File: src/rtl/vga_timing_pkg.sv
// Purpose: shared 640x480@60 raster constants, counter/address widths, the
//          packed sync bundle carried through the delay line, and a small
//          window-compare helper.
// Ports:   none (package).
package vga_timing_pkg;

    localparam int unsigned H_ACTIVE = 640;
    localparam int unsigned H_FP     = 16;
    localparam int unsigned H_SYNC   = 96;
    localparam int unsigned H_BP     = 48;
    localparam int unsigned H_TOTAL  = H_ACTIVE + H_FP + H_SYNC + H_BP;

    localparam int unsigned V_ACTIVE = 480;
    localparam int unsigned V_FP     = 10;
    localparam int unsigned V_SYNC   = 2;
    localparam int unsigned V_BP     = 33;
    localparam int unsigned V_TOTAL  = V_ACTIVE + V_FP + V_SYNC + V_BP;

    localparam int unsigned COLS     = H_ACTIVE / 8;
    localparam int unsigned ROWS     = V_ACTIVE / 8;

    localparam int unsigned CNT_W    = 10;
    localparam int unsigned ADDR_W   = 14;

    typedef struct packed {
        logic hsync;
        logic vsync;
        logic blank;
    } sync_t;

    // True when lo <= pos < hi.
    function automatic logic in_window(input logic [CNT_W-1:0] pos,
                                       input logic [CNT_W-1:0] lo,
                                       input logic [CNT_W-1:0] hi);
        return (pos >= lo) && (pos < hi);
    endfunction

endpackage

File: src/rtl/sync_delay_line.sv
// Purpose: WIDTH x DEPTH shift register; every stage resets asynchronously to
//          RESET_VAL so the output is defined while the pipe fills.
// Ports:   clock  in   shift clock
//          reset  in   async, active-high
//          din    in   WIDTH  value entering stage 0
//          dout   out  WIDTH  value leaving stage DEPTH-1
module sync_delay_line #(
    parameter int unsigned      WIDTH     = 1,
    parameter int unsigned      DEPTH     = 1,
    parameter logic [WIDTH-1:0] RESET_VAL = '0
) (
    input  logic             clock,
    input  logic             reset,
    input  logic [WIDTH-1:0] din,
    output logic [WIDTH-1:0] dout
);

    logic [WIDTH-1:0] stage_q [DEPTH];

    always_ff @(posedge clock or posedge reset) begin
        if (reset) begin
            for (int i = 0; i < int'(DEPTH); i++) begin
                stage_q[i] <= RESET_VAL;
            end
        end else begin
            stage_q[0] <= din;
            for (int i = 1; i < int'(DEPTH); i++) begin
                stage_q[i] <= stage_q[i-1];
            end
        end
    end

    assign dout = stage_q[DEPTH-1];

endmodule

File: src/rtl/vga_char_timing.sv
// Purpose: free-running raster timing and character-address generator for the
//          80x60 text path. Registered address/sub-char/pixel outputs carry a
//          one-cycle latency; hsync/vsync/blank go through a PIPE_DLY-stage
//          delay line to line up with the character generator's pixel_on.
// Ports:   pixel_clock    in   pixel clock
//          reset          in   async, active-high
//          frame_restart  in   sync pulse, restarts the raster at (0,0)
//          char_address   out  14  row*COLS+col, 0 outside active area
//          subchar_line   out  3   v_count[2:0]
//          subchar_pixel  out  3   h_count[2:0]
//          pixel_x/y      out  10  h/v counters, undelayed
//          hsync/vsync    out  1   delayed by PIPE_DLY
//          blank          out  1   1 outside active area, delayed by PIPE_DLY
//          frame_start    out  1   pulse for position (0,0), undelayed
//          blink          out  1   toggles every BLINK_FR frames
module vga_char_timing
    import vga_timing_pkg::*;
#(
    parameter int unsigned H_ACT    = H_ACTIVE,
    parameter int unsigned H_FRONT  = H_FP,
    parameter int unsigned H_SYNC_W = H_SYNC,
    parameter int unsigned H_BACK   = H_BP,
    parameter int unsigned V_ACT    = V_ACTIVE,
    parameter int unsigned V_FRONT  = V_FP,
    parameter int unsigned V_SYNC_W = V_SYNC,
    parameter int unsigned V_BACK   = V_BP,
    parameter bit          HS_POL   = 1'b0,
    parameter bit          VS_POL   = 1'b0,
    parameter int unsigned PIPE_DLY = 10,
    parameter int unsigned BLINK_FR = 32
) (
    input  logic              pixel_clock,
    input  logic              reset,
    input  logic              frame_restart,
    output logic [ADDR_W-1:0] char_address,
    output logic [2:0]        subchar_line,
    output logic [2:0]        subchar_pixel,
    output logic [CNT_W-1:0]  pixel_x,
    output logic [CNT_W-1:0]  pixel_y,
    output logic              hsync,
    output logic              vsync,
    output logic              blank,
    output logic              frame_start,
    output logic              blink
);

    localparam int unsigned H_TOT = H_ACT + H_FRONT + H_SYNC_W + H_BACK;
    localparam int unsigned V_TOT = V_ACT + V_FRONT + V_SYNC_W + V_BACK;
    localparam int unsigned FC_W  = (BLINK_FR > 1) ? $clog2(BLINK_FR) : 1;

    localparam logic [CNT_W-1:0]  H_LAST   = CNT_W'(H_TOT - 1);
    localparam logic [CNT_W-1:0]  V_LAST   = CNT_W'(V_TOT - 1);
    localparam logic [CNT_W-1:0]  H_ACT_C  = CNT_W'(H_ACT);
    localparam logic [CNT_W-1:0]  V_ACT_C  = CNT_W'(V_ACT);
    localparam logic [CNT_W-1:0]  HS_START = CNT_W'(H_ACT + H_FRONT);
    localparam logic [CNT_W-1:0]  HS_END   = CNT_W'(H_ACT + H_FRONT + H_SYNC_W);
    localparam logic [CNT_W-1:0]  VS_START = CNT_W'(V_ACT + V_FRONT);
    localparam logic [CNT_W-1:0]  VS_END   = CNT_W'(V_ACT + V_FRONT + V_SYNC_W);
    localparam logic [ADDR_W-1:0] COLS_C   = ADDR_W'(H_ACT / 8);
    localparam logic [FC_W-1:0]   FC_LAST  = FC_W'(BLINK_FR - 1);

    logic [CNT_W-1:0]  h_q, h_d, h_cur;
    logic [CNT_W-1:0]  v_q, v_d, v_cur;
    logic [ADDR_W-1:0] row_base_q, row_base_d, row_cur;
    logic [ADDR_W-1:0] addr_d;
    logic [FC_W-1:0]   fc_q, fc_d;
    logic              blink_d;
    logic              h_end, v_end, active;
    sync_t             raw_sync, dly_sync;

    // frame_restart substitutes position (0,0) for the current counter state,
    // so every registered output and the delay line see a clean frame start
    // on the next cycle and the counters advance from there.
    always_comb begin
        h_cur   = frame_restart ? '0 : h_q;
        v_cur   = frame_restart ? '0 : v_q;
        row_cur = frame_restart ? '0 : row_base_q;

        h_end  = (h_cur == H_LAST);
        v_end  = (v_cur == V_LAST);
        active = (h_cur < H_ACT_C) && (v_cur < V_ACT_C);

        h_d        = h_end ? '0 : h_cur + 1'b1;
        v_d        = v_cur;
        row_base_d = row_cur;
        if (h_end) begin
            if (v_end) begin
                v_d        = '0;
                row_base_d = '0;
            end else begin
                v_d = v_cur + 1'b1;
                // Last scanline of a visible character row: advance one row.
                if ((v_cur[2:0] == 3'd7) && (v_cur < V_ACT_C)) begin
                    row_base_d = row_cur + COLS_C;
                end
            end
        end

        raw_sync.hsync = in_window(h_cur, HS_START, HS_END) ? HS_POL : ~HS_POL;
        raw_sync.vsync = in_window(v_cur, VS_START, VS_END) ? VS_POL : ~VS_POL;
        raw_sync.blank = ~active;

        addr_d = active ? row_cur + ADDR_W'(h_cur[CNT_W-1:3]) : '0;

        fc_d    = fc_q;
        blink_d = blink;
        if (h_end && v_end) begin
            if (fc_q == FC_LAST) begin
                fc_d    = '0;
                blink_d = ~blink;
            end else begin
                fc_d = fc_q + 1'b1;
            end
        end
    end

    always_ff @(posedge pixel_clock or posedge reset) begin
        if (reset) begin
            h_q           <= '0;
            v_q           <= '0;
            row_base_q    <= '0;
            char_address  <= '0;
            subchar_line  <= '0;
            subchar_pixel <= '0;
            pixel_x       <= '0;
            pixel_y       <= '0;
            frame_start   <= 1'b0;
            fc_q          <= '0;
            blink         <= 1'b0;
        end else begin
            h_q           <= h_d;
            v_q           <= v_d;
            row_base_q    <= row_base_d;
            char_address  <= addr_d;
            subchar_line  <= v_cur[2:0];
            subchar_pixel <= h_cur[2:0];
            pixel_x       <= h_cur;
            pixel_y       <= v_cur;
            frame_start   <= (h_cur == '0) && (v_cur == '0);
            fc_q          <= fc_d;
            blink         <= blink_d;
        end
    end

    sync_delay_line #(
        .WIDTH     (3),
        .DEPTH     (PIPE_DLY),
        .RESET_VAL ({~HS_POL, ~VS_POL, 1'b1})
    ) u_sync_dly (
        .clock (pixel_clock),
        .reset (reset),
        .din   (raw_sync),
        .dout  (dly_sync)
    );

    assign hsync = dly_sync.hsync;
    assign vsync = dly_sync.vsync;
    assign blank = dly_sync.blank;

endmodule

File: config.mk
export PLATFORM = sky130hd
export DESIGN_NAME = vga_char_timing
export DESIGN_NICKNAME = d
export VERILOG_FILES = /design/src/rtl/vga_timing_pkg.sv /design/src/rtl/sync_delay_line.sv /design/src/rtl/vga_char_timing.sv
export SDC_FILE = /design/constraint.sdc
export NUM_CORES = 1
export LEC_CHECK = 0
export CAP_MARGIN = 40
export CORE_MARGIN = 2
export CORE_UTILIZATION = 58
export CTS_BUF_LIST = sky130_fd_sc_hd__clkbuf_2 sky130_fd_sc_hd__clkbuf_4 sky130_fd_sc_hd__clkbuf_8
export DETAILED_ROUTE_END_ITERATION = 12
export GPL_TIMING_DRIVEN = 0
export HOLD_SLACK_MARGIN = 0.08
export PLACE_DENSITY = 0.81
export SYNTH_ARGS = -nofsm -noshare
export SYNTH_HDL_FRONTEND = slang
export SYNTH_SLANG_ARGS = --single-unit
File: constraint.sdc
create_clock -name pixel_clock -period 3.75 [get_ports pixel_clock]
set_clock_uncertainty 0.05 [all_clocks]
set_input_delay 0.5625 -clock pixel_clock [delete_from_list [all_inputs] [get_ports pixel_clock]]
set_output_delay 0.5625 -clock pixel_clock [all_outputs]
set_load 0.02 [all_outputs]
# After elaboration in Yosys (flattened, before gate mapping)
# Cells that the tools add are included.
[totals]
register_bits = 111
in_bits = 3
out_inout_bits = 45
wordCells = 60
[classes]
n_addsub = 5
n_lt_le_gt_ge = 6
eq_ne = 4
n_mux = 13
bitwise = 2
reduce_logical = 9
[ops]
columns = ["op", "n"]
rows = [
  ["$mux W14", 5],
  ["$mux W10", 5],
  ["$add A10 B1 Y10 const B", 2],
  ["$eq A10 B10 Y1 const B", 2],
  ["$logic_not A10 Y1", 2],
  ["$lt A10 B10 Y1 const B", 2],
  ["$lt A10 B9 Y1 const B", 2],
  ["$add A14 B7 Y14", 1],
  ["$add A14 B7 Y14 const B", 1],
  ["$ge A10 B10 Y1 const B", 1],
  ["$ge A10 B9 Y1 const B", 1],
  ["$logic_and A1 B1 Y1", 6],
  ["$add A5 B1 Y5 const B", 1],
  ["$eq A5 B5 Y1 const B", 1],
  ["$mux W5", 1],
  ["$eq A3 B3 Y1 const B", 1],
  ["$mux W1", 2],
  ["$not A1 Y1", 2],
  ["$reduce_and A2 Y1", 1],
]

# Logic depth before layout (Yosys ltp)
# Gate-level depths: netlist (run 1).
[logic_depth]
word_depth = 6
ltp_mapped = 14
depth_no_buf = 10

# Hierarchy
# A second synthesis (run 1) with hierarchy kept.
[unflattened]
hier_cells = 393
area_unflattened_um2 = 4429.2
[by_module_without_submodules]
columns = ["mod", "instances", "cells_per_inst", "area_each_um2", "seq_area_each_um2"]
rows = [
  ["vga_char_timing", 1, 359, 3614.7, 1876.8],
  ["sync_delay_line", 1, 34, 814.5, 788.3],
]

# Least setup slack after synthesis (run 1)
# OpenSTA, ideal clock, no wires.
[synth_timing]
path_type = "input to register"
startpoint = "input frame_restart"
endpoint = "register char_address[12]"
setup_ps = 126
t_arrival_ps = 2671
required_ps = 3574
slack_ps = 903
stages = 12
n_path_buf = 5
path_cell_list = "clkbuf_2 -> buf_2 -> buf_4 -> buf_2 -> buf_2 -> nor2_1 -> ha_1 -> a221o_1 -> a22o_1 -> a221oi_2 -> or3_1 -> a21oi_1"
[synth_via]
elab_chain_cells = 4
word_cells_on_any_way = 8
cone_classes = "1 x add/sub; 2 x order compare; 4 x mux; 1 x reduce/logical"
[synth_rtl]
columns = ["element", "line_no", "text"]
rows = [
  ["from (decl)", "vga_char_timing.sv:34", "input logic frame_restart,"],
  ["parallel branches: the longest is 3 deep, another holds $add A14 B7 Y14", "n/a", ""],
  ["$mux W14 *", "vga_char_timing.sv:103", "addr_d = active ? row_cur + ADDR_W'(h_cur[CNT_W-1:3]) : '0;"],
  ["net addr_d[12]", "vga_char_timing.sv:65", "logic [ADDR_W-1:0] addr_d;"],
  ["to (signal assigned)", "vga_char_timing.sv:134", "char_address <= addr_d;"],
  ["to (decl)", "vga_char_timing.sv:35", "output logic [ADDR_W-1:0] char_address,"],
]
# Mark *: on every way through the listed nets, which the timed path passes.
# A chain may end at the register's enable or synchronous reset.

# Worst setup path in the final report (run 1)
[layout_timing]
startpoint = "input frame_restart"
endpoint = "register char_address[8]"
# The elaborated chain is that of the path after synthesis.

==> results.md, run 1 <==
* Post-synthesis cell count at 382
* Overflow after GRT at 0
* Vias in the first global route at roughly 3100
* Die area at 0.00849 mm²
* Synth Area per Inst at 11.8 µm²
* Num rows at 32
* DIE WIDTH at 92.2 µm
* Largest net degree at the start of global routing at 58
* Crit-path cells: clkbuf_2 -> buf_2 -> buf_4 -> buf_2 -> buf_2 -> nor2_1 -> ha_1 -> a221o_1 -> a22o_1 -> a221oi_2 -> o21ai_0 -> a21oi_1
* Leakage at 0.00239 µW
* CTS max path bufs at 2
* Overall routing resource usage at 0.224
* Setup CP Type: in -> reg
* Top delay family on crit path: compound AO/OA/AOI/OAI gates
* Max VDD drop at 0.000232 V
* Area of the multi-input gates at about 0.0017 mm²
* CTS root buf: clkbuf_8
* P per Cell Area at 357 mW/mm²
* Tightest Pin Transition at roughly 0.7 ns
* Normalized max-slew margin at 0.544
* Placer Congestion at 0.868
* Routed vias at 3066
* CTS Hold Bufs at 0
* Ys async rst share at 1.00
* Main flop type after synthesis: dfrtp_1
* Core area at 0.00765 mm²
* CP endpoint kind: flip-flop
* Slowest stage cell, crit path: a221oi_2
* Worst Path Required at 3.99 ns
* Syn Nets at 395
* Register area share after synthesis at 0.591
* Num Clock Sinks at 105
* RSZ-0062 raised after global routing: false
* Status: finished, final reports clean
* Min-Delay Path Class: reg -> reg
* Finished layout cell area at ~0.0053 mm²
* IO Count at 48
* TritonCTS Buffers at 9
* Routed Antenna Nets at 0
* Final WS setup at 0.552 ns
* Port Buffer Count at 46
* Clock Latency Late Sink at 0.38 ns
* Worst path buffer plus inverter count at 5
* Initial DRC count at 178
* Sequential Area at 0.00267 mm²
* Dpl ws at ~0.26 ns
* Flops & latches, synth at 105
* CTS tree: built
* Crit-path max FO at 10
* Initial antenna violation count at 0
* Synth cell types at 59
* Initial Utilization at 0.589
* Tcrit/Tclk final at 0.853
* Final Hold Viols at 0
* Fmax at 313 MHz
* CTS H-tree lvls at 3
* Crit path launch type: input pin
* Placed Area at 0.00513 mm²
* Cell area after synthesis at 0.00451 mm²
* Post-route DRC at 0
* Post-CTS setup repair buffer count at 0
* Diode count at 0
* Ratio of cells with drive above 1 in the final layout at 0.187
* Synth-to-layout area growth at 17.7%
* Pins Over Slew Limit at 0
* Routed Wire Length at roughly 8.6 mm
* Post-CTS sizing at 0
* Fillers at ~560
* Drt pass-1 iters at 4
* CP max stage delay at approximately 0.46 ns
* First-pass GRT wire length at approximately 15 mm
* Ys Warns at 0
* DP Wirelength at 5.91 mm
* Avg WL per Cell at 15.8 µm
* Clk pin slew, worst setup/hold paths at 0.10 ns
* Nets at 453
* Final Critical Period at 3.20 ns
* Vias per inst at 5.61
* Number of synthesized flops with an enable pin at 0
* Die span in y at about 92 µm
* # setup viols final at 0
* Worst EP arrival at between 3 and 4 ns
* Max_cap viols at 0
* CP most frequent cell: buf_2
==> registers in the layout (all words and copies together), names as in the netlist <==
register            cells
u_sync_dly.dout         3
fc_q                    5
frame_start             1
pixel_y                10
h_q                    10
v_q                    10
u_sync_dly.stage_q     27
row_base_q             14
pixel_x                10
char_address           14
blink                   1
==> metal layers <==
layer  up-vias  share of wire  GRT usage  routed length, µm
met4         0          0.021      0.114                180
met5         -              0          0                  0
met3        16          0.049     0.0386                420
li1       1425              -          -                  -
met1      1540           0.44      0.307               3830
met2        85           0.49      0.347               4200
==> synth_stat cells, types with 2 or more instances <==
cell       instances  share of area
nand3_1           10          0.011
dfrtp_1           75           0.42
mux2_2             2         0.0050
a22oi_1            2         0.0033
nor4_1             2         0.0028
buf_2              7         0.0078
nor3_1            14          0.016
and4_1             2         0.0039
inv_1             12          0.010
maj3_1             2         0.0044
nor2b_1           20          0.028
dfstp_2           30           0.17
a311oi_1           4         0.0078
xor2_1            10          0.019
o22a_1             2         0.0039
and4b_1            4         0.0089
mux2i_1            2         0.0044
o21ai_0           15          0.017
nand2_1           17          0.014
nor2_1            37          0.031
and3_1             6         0.0083
ha_1              10          0.028
or3_1              6         0.0083
buf_4             12          0.020
o2bb2ai_1          2         0.0039
nand2b_1           2         0.0028
nand3b_1           4         0.0067
a21oi_1            8         0.0089
and2_1             8          0.011
xnor2_1           23          0.045
nand4_1            3         0.0042
a31oi_1            2         0.0028
==> where the power goes <==
group / switching [µW] / total, µW / internal [µW] / leakage [µW]
sequential: 6.05 / 1150 / 1140 / 0.00135
clock: 397 / 658 / 260 / 0.0000975
combinational: 57.7 / 89.3 / 31.5 / 0.000942
==> cells by family after synthesis <==
group | after synthesis | synth area share
adder cells (fa/ha/maj) | 12 | 0.0322
multiplexers | 4 | 0.00944
flip-flops | 105 | 0.591
XOR/XNOR | 33 | 0.0641
AND/OR/NAND/NOR | 146 | 0.185
AO/OA/AOI/OAI | 48 | 0.0755
buffers and inverters | 34 | 0.0422
==> worst register-to-register path, cell delays in order (launching register included) <==
cell	delay [ns]
dfrtp_1	0.44
buf_1	0.43
xnor2_1	0.18
nor2_1	0.06
ha_1	0.23
a221o_1	0.28
a22o_1	0.25
a221oi_2	0.46
o21ai_0	0.14
a21oi_1	0.17
==> cell type report <==
type                    instances  share of cell area
inverters                      12             0.00896
clock buffers                  10              0.0248
plain buffers                  22              0.0273
flip-flops and latches        105               0.502
multi-input cells             243               0.311
well taps                     102              0.0240
clock inverters                 6             0.00943
repair buffers                 47              0.0919
==> cell usage in the layout (no fill, tap or decap), types with 3 or more instances in the layout <==
cell and instances:
and3_1 6, clkbuf_8 9, xnor2_1 23, nor3_1 14, nor2b_1 20, nand3_1 10
a311oi_1 4, ha_1 10, nand4_1 3, nand3b_1 4, or3_1 6, clkdlybuf4s50_1 46
buf_2 7, buf_4 12, nand2_1 17, xor2_1 10, nor2_1 37, dfstp_2 30
and2_1 8, inv_1 11, dfrtp_1 75, and4b_1 4, o21ai_0 15, inv_4 3
a21oi_1 8
==> metrics by stage <==
| step | utilization | power, µW | setup TNS (ns) | std cells | hold slack [ns] |
|---|---|---|---|---|---|
| after floorplan | - | 1220 | 0 | 382 | 0.295 |
| after global placement | 0.666 | 1250 | -64.94 | 530 | 0.296 |
| after detailed placement | 0.670 | 1260 | 0 | 531 | 0.297 |
| after CTS | 0.694 | 1910 | 0 | 547 | 0.303 |
| after global routing | 0.694 | 1970 | 0 | 547 | 0.299 |
| final | 0.694 | 1900 | 0 | 547 | 0.300 |
==> path summary, 6_finish.rpt <==
path	startpoint	end	slack (ns)	cells after the start
max reg2reg	h_q[4]	char_address[8]	0.98	9
min reg2reg	u_sync_dly.stage_q[28]	u_sync_dly.stage_q[25]	0.30	0
max in group asynchronous	reset	u_sync_dly.stage_q[28]	2.39	3
max	frame_restart	char_address[8]	0.55	12
min	u_sync_dly.stage_q[28]	u_sync_dly.stage_q[25]	0.30	0
min in group asynchronous	reset	h_q[2]	0.55	2
Power figures use the tool's default switching activity.
==> run 2: changes to the inputs <==
Settings changed: CAP_MARGIN 40 to 15, SETUP_SLACK_MARGIN from default to 0.1.
==> results of run 2 <==
Final layout, timing and power as in run 1 (identical DEF).
